<file path="config.mk">
export PLATFORM = sky130hd
export DESIGN_NAME = huffman_stream_ctrl
export DESIGN_NICKNAME = d
export VERILOG_FILES = /design/src/rtl/huffman_stream_ctrl.sv
export SDC_FILE = /design/constraint.sdc
export NUM_CORES = 1
export LEC_CHECK = 0
export CAP_MARGIN = 30
export CORE_UTILIZATION = 59
export CTS_BUF_LIST = sky130_fd_sc_hd__clkbuf_4
export DETAILED_ROUTE_END_ITERATION = 8
export GPL_ROUTABILITY_DRIVEN = 0
export HOLD_SLACK_MARGIN = 0.03
export PLACE_DENSITY = 0.84
export RECOVER_POWER = 100
export SKIP_LAST_GASP = 1
export SYNTH_ARGS = -nofsm -noshare
export SYNTH_HDL_FRONTEND = slang
export SYNTH_SLANG_ARGS = --single-unit
</file>
<file path="constraint.sdc">
create_clock -name clk -period 4.9 [get_ports clk]
set_input_delay 1.47 -clock clk [delete_from_list [all_inputs] [get_ports clk]]
set_output_delay 1.47 -clock clk [all_outputs]
set_load 0.02 [all_outputs]
</file>
<file path="src/rtl/huffman_stream_ctrl.sv">
// ---------------------------------------------------------------------------
// huffman_stream_ctrl
//   Sequences an external huffman_decoder. Bytes arrive over a valid/ready
//   handshake and are fed to the decoder MSB-first, one bit per dec_en strobe.
//   Non-NULL decoder responses are queued in a small symbol FIFO. The final
//   symbol of a cleanly ended stream is tagged with sym_last. A stream that
//   ends inside a codeword raises err_trunc and gets a one-cycle decoder clear.
//
// Ports
//   clk, reset          clock (rising edge), asynchronous active-high reset
//   in_data/in_valid    stream byte (bit 7 first) and its valid
//   in_last/in_nbits    final byte flag; valid MSB-aligned bits in final byte
//   in_ready            byte accepted when in_valid & in_ready
//   dec_x/dec_en        bit and advance strobe to the decoder
//   dec_rst             decoder reset (reset or internal clear pulse)
//   dec_y               registered decoder response, valid cycle after dec_en
//   sym_data/sym_valid  FIFO head symbol (1..6) and not-empty flag
//   sym_ready           pops the head symbol
//   sym_last            head symbol closes a cleanly ended stream
//   err_trunc           last stream ended mid-codeword (cleared on next byte)
//   busy                controller not idle
//   sym_count           symbols pushed since reset, wrapping
// ---------------------------------------------------------------------------
module huffman_stream_ctrl #(
  parameter int unsigned SYM_DEPTH = 4,
  parameter int unsigned CNT_W     = 16
) (
  input  logic             clk,
  input  logic             reset,
  input  logic [7:0]       in_data,
  input  logic             in_valid,
  input  logic             in_last,
  input  logic [3:0]       in_nbits,
  output logic             in_ready,
  output logic             dec_x,
  output logic             dec_en,
  output logic             dec_rst,
  input  logic [2:0]       dec_y,
  output logic [2:0]       sym_data,
  output logic             sym_valid,
  input  logic             sym_ready,
  output logic             sym_last,
  output logic             err_trunc,
  output logic             busy,
  output logic [CNT_W-1:0] sym_count
);

  localparam int unsigned PW = (SYM_DEPTH > 1) ? $clog2(SYM_DEPTH) : 1;
  localparam int unsigned CW = PW + 1;
  localparam logic [CW:0] DEPTH_L = SYM_DEPTH[CW:0];

  localparam logic [1:0] ST_IDLE  = 2'd0;
  localparam logic [1:0] ST_SHIFT = 2'd1;
  localparam logic [1:0] ST_WAIT  = 2'd2;
  localparam logic [1:0] ST_CHECK = 2'd3;

  logic [1:0]       state;
  logic [7:0]       shreg;
  logic [3:0]       bitcnt;
  logic             last_flag;
  logic             pending;   // a bit was issued last cycle; dec_y is its response
  logic             pend_tag;  // that bit was the final bit of a last byte
  logic             mid_cw;    // decoder holds an open codeword
  logic             err_q;
  logic             clr_q;     // one-cycle decoder clear after a truncated stream
  logic             alive;     // holds in_ready low until the first cycle after reset

  logic [3:0]       fifo_mem [SYM_DEPTH];  // {tag, symbol}
  logic [PW-1:0]    wr_ptr;
  logic [PW-1:0]    rd_ptr;
  logic [CW-1:0]    fifo_cnt;
  logic [CNT_W-1:0] cnt_q;

  logic             accept;
  logic             issue;
  logic             push;
  logic             pop;
  logic [3:0]       nbits_eff;
  logic [CW:0]      inflight;

  always_comb begin
    nbits_eff = in_nbits;
    if (in_nbits == 4'd0 || in_nbits > 4'd8) begin
      nbits_eff = 4'd8;
    end
  end

  // The gate counts the bit whose response has not yet reached the FIFO,
  // so a full FIFO can never be overrun by a late response.
  always_comb begin
    inflight = {1'b0, fifo_cnt} + {{CW{1'b0}}, pending};
    issue    = (state == ST_SHIFT) && (inflight < DEPTH_L);
  end

  assign in_ready  = alive && (state == ST_IDLE);
  assign accept    = in_valid && in_ready;
  assign push      = pending && (dec_y != 3'd0);
  assign sym_valid = (fifo_cnt != '0);
  assign pop       = sym_valid && sym_ready;

  assign dec_en    = issue;
  assign dec_x     = issue && shreg[7];
  assign dec_rst   = reset | clr_q;
  assign sym_data  = sym_valid ? fifo_mem[rd_ptr][2:0] : 3'd0;
  assign sym_last  = sym_valid && fifo_mem[rd_ptr][3];
  assign err_trunc = err_q;
  assign busy      = (state != ST_IDLE);
  assign sym_count = cnt_q;

  // Sequencing FSM and response tracking
  always_ff @(posedge clk or posedge reset) begin
    if (reset) begin
      state     <= ST_IDLE;
      shreg     <= '0;
      bitcnt    <= '0;
      last_flag <= 1'b0;
      pending   <= 1'b0;
      pend_tag  <= 1'b0;
      mid_cw    <= 1'b0;
      err_q     <= 1'b0;
      clr_q     <= 1'b0;
      alive     <= 1'b0;
    end else begin
      alive   <= 1'b1;
      clr_q   <= 1'b0;
      pending <= issue;
      if (issue) begin
        pend_tag <= last_flag && (bitcnt == 4'd1);
      end
      if (pending) begin
        mid_cw <= (dec_y == 3'd0);
      end

      case (state)
        ST_IDLE: begin
          if (accept) begin
            shreg     <= in_data;
            bitcnt    <= in_last ? nbits_eff : 4'd8;
            last_flag <= in_last;
            err_q     <= 1'b0;
            state     <= ST_SHIFT;
          end
        end
        ST_SHIFT: begin
          if (issue) begin
            shreg  <= {shreg[6:0], 1'b0};
            bitcnt <= bitcnt - 4'd1;
            if (bitcnt == 4'd1) begin
              state <= ST_WAIT;
            end
          end
        end
        ST_WAIT: begin
          // The final response is absorbed into mid_cw this cycle.
          state <= last_flag ? ST_CHECK : ST_IDLE;
        end
        default: begin
          if (mid_cw) begin
            err_q  <= 1'b1;
            clr_q  <= 1'b1;
            mid_cw <= 1'b0;
          end
          state <= ST_IDLE;
        end
      endcase
    end
  end

  // Symbol FIFO pointers and counters
  always_ff @(posedge clk or posedge reset) begin
    if (reset) begin
      wr_ptr   <= '0;
      rd_ptr   <= '0;
      fifo_cnt <= '0;
      cnt_q    <= '0;
    end else begin
      if (push) begin
        wr_ptr <= wr_ptr + 1'b1;
        cnt_q  <= cnt_q + 1'b1;
      end
      if (pop) begin
        rd_ptr <= rd_ptr + 1'b1;
      end
      case ({push, pop})
        2'b10:   fifo_cnt <= fifo_cnt + 1'b1;
        2'b01:   fifo_cnt <= fifo_cnt - 1'b1;
        default: fifo_cnt <= fifo_cnt;
      endcase
    end
  end

  // Storage is unreset; outputs are masked while the FIFO is empty.
  always_ff @(posedge clk) begin
    if (push) begin
      fifo_mem[wr_ptr] <= {pend_tag, dec_y};
    end
  end

endmodule
</file>
[Yosys cells after proc, flatten, opt, wreduce, memory -nomap -nowiden]
Memories as Yosys holds them, arrays and structs flattened.
Index checks and enable logic that the tools add are counted.
Operators by class
  add/subtract/negate cells: 7
  magnitude comparators: 2
  equality and inequality tests: 8
  mux-type cells: 25
  bitwise logic cells: 2
  reduce and logical (&&, ||, !) cells: 24
Operator list (number)
  16-bit by 1-bit adder with 16-bit output (second input constant): 1
  4-bit 2-to-1 mux: 4
  8-bit 2-to-1 mux: 2
  8-bit case mux with 2 select lines: 1
  1-bit 2-to-1 mux: 9
  3-bit AND reduction: 3
  1-bit logical AND: 8
  2-bit 2-to-1 mux: 4
  4-bit case mux with 2 select lines: 1
  2-bit nonzero test: 4
  2-bit case mux with 3 select lines: 1
  3-bit case mux with 2 select lines: 1
  3-bit nonzero test: 2
  2-bit by 1-bit adder with 2-bit output (second input constant): 2
  3-bit by 1-bit adder with 4-bit output: 1
  2-bit by 1-bit == test with 1-bit output (second input constant): 2
  2-bit == test (second input constant): 2
  4-bit by 1-bit == test with 1-bit output (second input constant): 1
  4-bit > comparator (second input constant): 1
  4-bit zero test: 1
  4-bit by 3-bit less-than comparator with 1-bit output (second input constant): 1
  2-bit inequality test (second input constant): 2
  4-bit by 1-bit subtractor with 4-bit output (second input constant): 1
  3-bit by 1-bit adder with 3-bit output (second input constant): 1
  12 further kinds: 12
Word-level totals
  register bits: 44
  bits in writable memories: 16
  memories kept: 1
Memory list
  fifo_mem: depth 4, width 4, rd ports 1, clocked after memory_dff 0, wr ports 1, RTL line 68  | logic [3:0] fifo_mem [SYM_DEPTH];

[Logic depth before layout (Yosys ltp)]
Gate-level depths: netlist of the first run.
  depth after elaboration: 6
  gate-level depth with buffers: 10

[Worst setup path after synthesis of the first run]
OpenSTA, ideal clock, no wires.
  path type: input -> output
  start: input port reset
  end: output port dec_rst
  data arrival time: 1.790 ns
  path slack: 1.640 ns
  stages: 1
  buffers on the path: 0
  cell sequence: or2_2
Between the ends
  cells in the longest elaborated chain, start to end: 1
RTL lines
  start, declared: RTL line 29  | input logic reset,
  1-bit bitwise OR: RTL line 103  | assign dec_rst = reset | clr_q;
  end, declared: RTL line 37  | output logic dec_rst,
No other way between the ends.

[Worst setup path in the final report of the first run]
Same ends and word-level chain as after synthesis.

==> flow_metrics.env, run 1 <==
export IMPL_status="finished with violations"
export IMPL_violations="max-capacitance violations, max-slew violations"
export IMPL_yosys_area_top_type="dfrtp_1"
export IMPL_ant_nets=0
export IMPL_dp_hpwl_mm=3.532
export IMPL_insertion_delay_ns=0.39
export IMPL_holdCritPathClass="reg -> reg"
export IMPL_fin_skew_ns=0.006782
export IMPL_rows=24
export IMPL_p_per_area_nw_per_um2=512.7
export IMPL_worstRegToRegCells=5
export IMPL_yosysWarnings=0
export IMPL_period_share_pct=90.02
export IMPL_cts_buffers=9
export IMPL_ys_types=48
export IMPL_final_layout_size_suffix_gt1_share_pct=9.932
export IMPL_synthDominantCellAreaShare_pct=38.41
export IMPL_cp_slowest_stage_delay_ns=0.65
export IMPL_worst_pin_slew_ns=1.656
export IMPL_vias=1884
export IMPL_crit_type="in -> out"
export IMPL_cts_hold_buffers=0
export IMPL_r2r_slack_ns=1.64
export IMPL_grt_pass1_vias=1797
export IMPL_io_pins=47
export IMPL_mappedNetlistArea_um2=2866
export IMPL_cpMostUsedCell="dlygate4sd3_1"
export IMPL_drc=0
export IMPL_end_kind="primary output"
export IMPL_cts_sinks=60
export IMPL_critical_path_top_delay_family="buffers and inverters"
export IMPL_vias_per_cell=5.477
export IMPL_setup_viol=0
export IMPL_h_tree_depth=3
export IMPL_synth_area_top_cells="dfrtp_1 38%, edfxtp_1 17%, ha_1 5.2%"
export IMPL_timing_rr_start="state[0]"
export IMPL_syn_inst=233
export IMPL_min_from="sym_count[15]"
export IMPL_path_buf_inv=2
export IMPL_drtIter0Drc=104
export IMPL_yosys_most_used_dff="dfrtp_1"
export IMPL_crit_required_ns=3.43
export IMPL_die_w_um=71.70
export IMPL_fmax_mhz=226.7
export IMPL_core_area_um2=4504
export IMPL_cts_tree="done"
export IMPL_yosysSeqAreaShare_pct=55.17
export IMPL_routed_wl_mm=4.948
export IMPL_slew_viol_final=25
export IMPL_path_cells="dlygate4sd3_1 -> or2_2 -> dlygate4sd3_1"
export IMPL_clk_path_buf_depth=2
export IMPL_p_leak_uw=0.001479
export IMPL_drv_cap=1
export IMPL_nNetsFinal=320
export IMPL_synth_common_cells="44 x dfrtp_1, 29 x nand2_1, 16 x edfxtp_1, 16 x inv_1, 16 x xnor2_1"
export IMPL_start_util_pct=63.64
export IMPL_path_clk_slew_ns=0.10
export IMPL_post_cts_buffers=0
export IMPL_track_usage_pct=21.47
export IMPL_cp_start_kind="input port"
export IMPL_layout_min_cycle_time_ns=4.411
export IMPL_syn_num_nets=266
export IMPL_hold_end="sym_count[15]"
export IMPL_drtPass1Iterations=5
export IMPL_grt_setup_unrepaired="no"
export IMPL_cts_root_buf="clkbuf_4"
export IMPL_grt_antenna_before_repair=0
export IMPL_io_buffers=46
export IMPL_area_growth_pct=19.34
export IMPL_grt_pass1_wl_mm=8.190
export IMPL_synth_edf_count=16
export IMPL_slew_headroom_pct=-10.52
export IMPL_pre_cts_ws_ns=0.7198
export IMPL_critPathMaxFanout=2
export IMPL_arrival_ns=2.94
export IMPL_dieArea_um2=5141
export IMPL_postCtsResizedCells=0
export IMPL_ys_async_sr_fraction_pct=73.33
export IMPL_yosysMostFrequentCell="dfrtp_1"
export IMPL_slowest_stage="dlygate4sd3_1"
export IMPL_gr_total_overflow=0
export IMPL_finalHoldViolCount=0
export IMPL_final_setup_worst_slack_ns=0.4888
export IMPL_syn_avg_cell_area_um2=12.30
export IMPL_r2r_end="bitcnt[2]"
export IMPL_wl_per_cell_um=14.38
export IMPL_grt_max_degree=26
export IMPL_ir_worst_vdd_mv=0.3889
export IMPL_hold_depth=1
export IMPL_diodes=0
export IMPL_fp_dieH_um=71.70
export IMPL_synth_seq_cells=60
export IMPL_fin_setup_tns_ns=0
-- kinds of logic (layout without fill, tap and decap cells) --
group                      after synthesis  after routing  share of synthesized area (%)
and+or+nand+nor                         74             74                          14.62
xor gates and xnor gates                21             21                          6.416
DFF                                     60             60                          55.17
other                                    1              1                         0.1308
adders and majority gates               13             13                          5.936
muxes                                   12             12                          5.980
buffers and inverters                   22             81                          3.405
AOI/OAI and AO/OA                       30             30                          8.338
-- area by class of cell --
cell class,instances,area [um2]
clock buffer,10,75.07
clock inverter,6,31.28
fill,311,1084
inverter,16,60.06
multi-input combinational,151,1136
sequential,60,1582
tap,52,65.06
timing repair buffer,49,471.7
-- worst max-delay path by stage --
stage | from | endpoint | slack [ns] | cells past startpoint
floorplan | reset | dec_rst | 1.64 | 1
global placement | reset | dec_rst | 0.75 | 3
detailed placement | reset | dec_rst | 0.72 | 3
CTS | reset | dec_rst | 0.72 | 3
global route | state[1] | dec_en | 0.36 | 6
finish | reset | dec_rst | 0.49 | 3
-- state kept, by name, summed over array words and instances (netlist names) --
| signal | cells |
|---|---|
| fifo_cnt | 3 |
| pend_tag | 1 |
| state | 2 |
| shreg | 8 |
| alive | 1 |
| err_trunc | 1 |
| bitcnt | 4 |
| fifo_mem | 16 |
| wr_ptr | 2 |
| clr_q | 1 |
| last_flag | 1 |
| sym_count | 16 |
| mid_cw | 1 |
| rd_ptr | 2 |
| pending | 1 |
-- power by group --
group / switching (uW) / internal [uW] / leakage, uW
Sequential: 126 / 648 / 0.000696
Combinational: 370 / 329 / 0.000719
Clock: 176 / 105 / 0.0000634
Total: 672 / 1080 / 0.00148
-- cell usage in the layout (no fill, tap or decap), types with 6 or more instances in the layout --
| master | count |
|---|---|
| dfrtp_1 | 44 |
| ha_1 | 12 |
| mux2i_1 | 7 |
| nor2_1 | 6 |
| inv_1 | 16 |
| clkbuf_4 | 10 |
| edfxtp_1 | 16 |
| clkdlybuf4s50_1 | 13 |
| nand2_1 | 29 |
| o21ai_0 | 12 |
| dlygate4sd3_1 | 33 |
| and2_0 | 6 |
| xnor2_1 | 16 |
-- per-layer routing --
layer | vias to the layer above | part of all wire (%) | GRT usage (%)
li1 | 921 | - | -
met1 | 909 | 47 | 28.98
met2 | 47 | 48 | 32.70
met3 | 7 | 3.5 | 4.219
met4 | 0 | 1.9 | 12.42
met5 | - | 0 | 0
-- through the flow --
step | instances | area [um2] | total power, uW | hold WS, ns | utilization, %
after floorplan | 233 | 2867 | 1302 | 0.4418 | -
after global placement | 328 | 3377 | 1504 | 0.4582 | 74.97
after detailed placement | 328 | 3377 | 1534 | 0.4624 | 74.97
after CTS | 344 | 3483 | 1813 | 0.4807 | 77.33
after global routing | 344 | 3421 | 1880 | 0.4852 | 75.94
final | 344 | 3421 | 1754 | 0.4682 | 75.94
(Power assumes the default switching activity.)
==> run 2: changes to the inputs <==
GPL_ROUTABILITY_DRIVEN = default   (was 0)
HOLD_SLACK_MARGIN = default   (was 0.03)
==> results of run 2 <==
Same layout as run 1: the final DEF is identical, and so are final timing and power.
